===== src/rtl/countdown_pkg.sv =====
// Shared constants for the countdown sequencer: FSM state codes and
// prescaler sizing.
package countdown_pkg;

   localparam int STATE_W = 3;

   localparam logic [STATE_W-1:0] ST_IDLE   = 3'd0;
   localparam logic [STATE_W-1:0] ST_LOADED = 3'd1;
   localparam logic [STATE_W-1:0] ST_RUN    = 3'd2;
   localparam logic [STATE_W-1:0] ST_PAUSE  = 3'd3;
   localparam logic [STATE_W-1:0] ST_DONE   = 3'd4;

   // Prescaler width: enough bits to hold 0..tick_div-1, never less than 1.
   function automatic int presc_width(input int tick_div);
      int w;
      w = $clog2(tick_div);
      return (w < 1) ? 1 : w;
   endfunction

endpackage


===== src/rtl/countdown_tick_gen.sv =====
// Prescaler for the countdown sequencer. Counts while en is high and wraps
// at TICK_DIV-1; wrap is the same-cycle wrap condition used by the FSM,
// tick is its registered copy for the outside world. clr has priority.
module countdown_tick_gen
   import countdown_pkg::*;
#(
   parameter int TICK_DIV = 25000000
) (
   input  logic CLOCK_50,
   input  logic reset,
   input  logic en,
   input  logic clr,
   output logic wrap,
   output logic tick
);

   localparam int PW = presc_width(TICK_DIV);
   localparam logic [PW-1:0] LAST = PW'(TICK_DIV - 1);

   logic [PW-1:0] presc;

   assign wrap = en && !clr && (presc == LAST);

   // Prescaler register and registered tick pulse.
   always_ff @(posedge CLOCK_50 or posedge reset) begin
      if (reset) begin
         presc <= '0;
         tick  <= 1'b0;
      end else begin
         tick <= wrap;
         if (clr)
            presc <= '0;
         else if (en)
            presc <= wrap ? '0 : presc + PW'(1);
      end
   end

endmodule


===== src/rtl/countdown_sequencer.sv =====
// Countdown sequencer: single-clock, enable-based down counter with
// load / start / pause control and a terminal-count pulse.
// Optional build macro: COUNTDOWN_AUTO_RELOAD_EN (count restarts from the
// last loaded value instead of finishing, when that value is non-zero).
//
// state  | meaning
// IDLE   | no count armed; waits for load
// LOADED | count holds a loaded value; waits for start
// RUN    | prescaler running, count decrements on each wrap
// PAUSE  | count and prescaler frozen; start resumes the partial period
// DONE   | terminal count reached; one cycle, done pulses on exit
// 5..7   | unreachable; fall back to IDLE
module countdown_sequencer
   import countdown_pkg::*;
#(
   parameter int WIDTH    = 4,
   parameter int TICK_DIV = 25000000
) (
   input  logic               CLOCK_50,
   input  logic               reset,
   input  logic               load,
   input  logic               start,
   input  logic               pause,
   input  logic [WIDTH-1:0]   load_val,
   output logic [WIDTH-1:0]   count,
   output logic               running,
   output logic               tick,
   output logic               done,
   output logic [STATE_W-1:0] state
);

   localparam logic [WIDTH-1:0] CNT_ONE = WIDTH'(1);

   logic [STATE_W-1:0] state_nxt;
   logic [WIDTH-1:0]   count_nxt;
   logic               done_nxt;
   logic               presc_en;
   logic               presc_clr;
   logic               wrap;
   logic               reload_hit;

   // Prescaler runs only in RUN; a load or any non-counting state restarts
   // the period, PAUSE keeps the partial period.
   assign presc_en  = (state == ST_RUN) && !load;
   assign presc_clr = load || ((state != ST_RUN) && (state != ST_PAUSE));

   countdown_tick_gen #(.TICK_DIV(TICK_DIV)) u_tick_gen (
      .CLOCK_50 (CLOCK_50),
      .reset    (reset),
      .en       (presc_en),
      .clr      (presc_clr),
      .wrap     (wrap),
      .tick     (tick)
   );

`ifdef COUNTDOWN_AUTO_RELOAD_EN
   logic [WIDTH-1:0] reload_q;

   // Remember the last loaded value as the auto-reload target.
   always_ff @(posedge CLOCK_50 or posedge reset) begin
      if (reset)
         reload_q <= '0;
      else if (load)
         reload_q <= load_val;
   end

   assign reload_hit = wrap && (count == CNT_ONE) && (reload_q != '0);
`else
   assign reload_hit = 1'b0;
`endif

   // State and registered outputs.
   always_ff @(posedge CLOCK_50 or posedge reset) begin
      if (reset) begin
         state   <= ST_IDLE;
         count   <= '0;
         running <= 1'b0;
         done    <= 1'b0;
      end else begin
         state   <= state_nxt;
         count   <= count_nxt;
         running <= (state_nxt == ST_RUN);
         done    <= done_nxt;
      end
   end

   // Next-state decode; priority load > pause > start.
   always_comb begin
      state_nxt = state;
      case (state)
         ST_IDLE: begin
            if (load)
               state_nxt = ST_LOADED;
         end
         ST_LOADED: begin
            if (load)
               state_nxt = ST_LOADED;
            else if (pause)
               state_nxt = ST_LOADED;
            else if (start)
               state_nxt = (count == '0) ? ST_DONE : ST_RUN;
         end
         ST_RUN: begin
            if (load)
               state_nxt = ST_LOADED;
            else if (wrap && (count <= CNT_ONE) && !reload_hit)
               state_nxt = ST_DONE;
            else if (pause)
               state_nxt = ST_PAUSE;
         end
         ST_PAUSE: begin
            if (load)
               state_nxt = ST_LOADED;
            else if (pause)
               state_nxt = ST_PAUSE;
            else if (start)
               state_nxt = ST_RUN;
         end
         ST_DONE: begin
            state_nxt = load ? ST_LOADED : ST_IDLE;
         end
         default: state_nxt = ST_IDLE;
      endcase
   end

   // Next count and done pulse; done follows the single DONE cycle.
   always_comb begin
      count_nxt = count;
      done_nxt  = (state == ST_DONE) || reload_hit;
      case (state)
         ST_IDLE, ST_LOADED, ST_PAUSE: begin
            if (load)
               count_nxt = load_val;
         end
         ST_RUN: begin
            if (load)
               count_nxt = load_val;
            else if (wrap) begin
`ifdef COUNTDOWN_AUTO_RELOAD_EN
               if (reload_hit)
                  count_nxt = reload_q;
               else
`endif
               if (count > CNT_ONE)
                  count_nxt = count - CNT_ONE;
               else
                  count_nxt = '0;
            end
         end
         ST_DONE: begin
            count_nxt = load ? load_val : '0;
         end
         default: count_nxt = '0;
      endcase
   end

endmodule


===== config.mk =====
export PLATFORM = sky130hd
export DESIGN_NAME = countdown_sequencer
export DESIGN_NICKNAME = d
export VERILOG_FILES = /design/src/rtl/countdown_pkg.sv /design/src/rtl/countdown_tick_gen.sv /design/src/rtl/countdown_sequencer.sv
export SDC_FILE = /design/constraint.sdc
export NUM_CORES = 1
export LEC_CHECK = 0
export ABC_CLOCK_PERIOD_IN_PS = 3900
export CAP_MARGIN = 20
export CORE_MARGIN = 2
export CORE_UTILIZATION = 40
export CTS_CLUSTER_DIAMETER = 200
export DETAILED_ROUTE_END_ITERATION = 12
export PLACE_DENSITY = 0.69
export SYNTH_ARGS = -nofsm -noshare
export SYNTH_HDL_FRONTEND = slang
export SYNTH_SLANG_ARGS = --single-unit

===== constraint.sdc =====
create_clock -name CLOCK_50 -period 3.9 [get_ports CLOCK_50]
set_input_delay 0.39 -clock CLOCK_50 [delete_from_list [all_inputs] [get_ports CLOCK_50]]
set_output_delay 0.39 -clock CLOCK_50 [all_outputs]
set_load 0.05 [all_outputs]

==> metrics <==
status=complete, no violations; Routed WL per cell=15.48 um; vias in the first global route=1804; worst rel slew slack=40.75%; filler cell count=between 500 and 600; Overall Global Routing Usage=18.73%; Max FO, Critical Path=24; first-pass GRT wire length=about 8800 um; sequential-to-total area share from yosys stat=41.47%; gr ovfl total=0; NumNets Final=between 200 and 300; most frequent cells after synthesis=35 x dfrtp_1, 28 x nor2_1, 22 x nand2_1; CTS Buf Count=5; met2 Usage GRT=27.89%; total number of vias=1868; fin crit period=2.563 ns; max-slew violation count=0; core area=0.005107 sq mm; DRT Pass-1 Iters=4; Worst-Margin Slew=a little under 0.9 ns; most common cell in the netlist=dfrtp_1; worst path arrival time=between 2 and 3 ns; Initial Utilization=41.35%; Rows=26; endpoint class of the critical path=flop; GRT met1 Usage=between 20% and 30%; dpl hpwl=3575 um; pre-CTS WS=1.416 ns; met3 Resource Use GR=4.824%; Cell Chain, Critical Path=nor4bb_1 > and3_1 > nand3_1 > a31o_2 > a22o_1; Hold Fails Final Rpt=0; final worst-path cycle share=65.71%; Via-to-Cell Ratio=5.819; Ys Warns=0; Syn Area/Cell=9.064 sq um; Synth async-reset ratio=between 90% and 100%; # setup viols final=0; top cells by area, synth=dfrtp_1 41%, nor2_1 5.0%, a31oi_1 4.1%; max incr delay on CP=0.65 ns; critical path's top delay family=simple AND/OR/NAND/NOR gates; drt initial violations=roughly 210; Post-CTS Setup Inserts=0; buffers and inverters on the worst path=0; ys flop type=dfrtp_1; Bufs on Longest Clock Path=2; htree depth=2; DIE AREA=0.005878 sq mm; final setup TNS=0 ns; CTS tree=yes; top-area cell type share of the netlist area=between 40% and 50%; Max Cap Viol=0; io pins=19; Data required, critical path=slightly above 4 ns; Cells after Synth=233; Setup crit start kind=flop; Lkg Pwr=slightly above 0.9 nW; worst setup path class=flop to flop; Mapped Nets=~250; ant diodes=0; CTS Hold Bufs=0; Post-synth EDFFs=0; port bufs=18; Power Density=roughly 330 mW/mm^2; chip height=76.67 um; share of cells above drive strength 1=approximately 10%; maximum VDD drop=0.0001329 V; Die W=76.67 um; GR peak layer=met2; Clk Latency, worst-skew pair=0.29 ns; post_cts resized=0; Hold WS=~0.49 ns; Synth Cell Area=0.002112 sq mm; clk slew on worst S/H paths=0.08 ns; Area growth syn-to-layout=14.99%; CTS root buffer=clkbuf_8; cell taking the most area after synthesis=dfrtp_1; post-route setup slack=1.337 ns; Worst Skew=0.009627 ns; residual DRC count=0; ANT nets after route=0; GPL Wtd Cong=0.8703; Seq cells post-synth=35; fmax=390.2 MHz; routed wire length=about 5000 um; Hold WC Path Type=input pin to async pin; Num Clock Sinks=35; RSZ-0062 raised after global routing=no; largest net degree at the start of global routing=27; CP max stage cell=nand3_1; number of antenna violations at the first check in global routing=0; Synth cell types=49
-- report_power, final --
group          total (mW)  internal, mW  switching (mW)
clock               0.255         0.125           0.131
combinational       0.143        0.0579          0.0852
sequential          0.398         0.372          0.0257
total               0.796         0.555           0.241
-- sequential cells by signal, summed over array words and instances, names as in the netlist --
name / count
count: 4
done: 1
running: 1
state: 3
u_tick_gen.presc: 25
u_tick_gen.tick: 1
-- stage by stage --
stage	power, mW	util (%)	cell area [sq um]	std cells
floorplan	0.4992	-	2112	233
global placement	0.5458	45.88	2344	313
detailed placement	0.5488	45.88	2344	313
CTS	0.8068	47.55	2429	321
global route	0.8397	47.55	2429	321
finish	0.7965	47.55	2429	321
-- worst register-to-register path, delay by kind of cell (launching register included) --
kind / cells / cell delay, ns
compound gates: 2 / 0.68
simple gates: 3 / 1.35
flops: 1 / 0.43
-- final timing paths --
path	from	endpoint	slack, ns	cells past startpoint
setup / recovery	u_tick_gen.presc[17]	u_tick_gen.presc[20]	1.34	5
hold / removal	reset	running	0.49	2
setup reg to reg	u_tick_gen.presc[17]	u_tick_gen.presc[20]	1.34	5
hold reg to reg	u_tick_gen.presc[24]	u_tick_gen.presc[24]	0.49	1
max in group asynchronous	reset	u_tick_gen.presc[11]	2.72	3
min in group CLOCK_50	u_tick_gen.presc[24]	u_tick_gen.presc[24]	0.49	1
-- final cells by class --
class	count	area [sq um]	area share, %
sequential	35	875.8	36.06
clock buffer	6	72.57	2.988
multi-input combinational	180	1155	47.55
tap	70	87.58	3.606
clock inverter	2	12.51	0.5152
timing repair buffer	20	195.2	8.037
inverter	8	30.03	1.236
-- cells in the final DEF, fill, tap and decap left out, types with 4 or more instances in the layout --
cell / instances
inv_1: 8
clkdlybuf4s50_1: 18
mux2_2: 5
nand4_1: 9
o21ai_0: 6
a31oi_1: 14
nand3_1: 15
a21oi_1: 5
o211ai_1: 5
a22o_1: 4
nor4_1: 4
dfrtp_1: 35
nand2_1: 22
nor2_1: 28
clkbuf_8: 5
nor3_1: 9
-- routing by layer --
layer | wire (um) | up-vias
li1 | - | 912
met1 | 2405 | 911
met2 | 2316 | 43
met3 | 211 | 2
met4 | 34 | 0
met5 | 0 | -
-- cell families after synthesis --
logic type	after synthesis	synth area share, %
AOI/OAI and AO/OA	53	17.48
muxes	6	3.140
adders and majority gates	3	1.777
xor gates and xnor gates	6	2.489
buffers and inverters	18	3.850
DFF	35	41.47
and+or+nand+nor	112	29.80
Note: power is estimated with default switching activity, not from simulation.
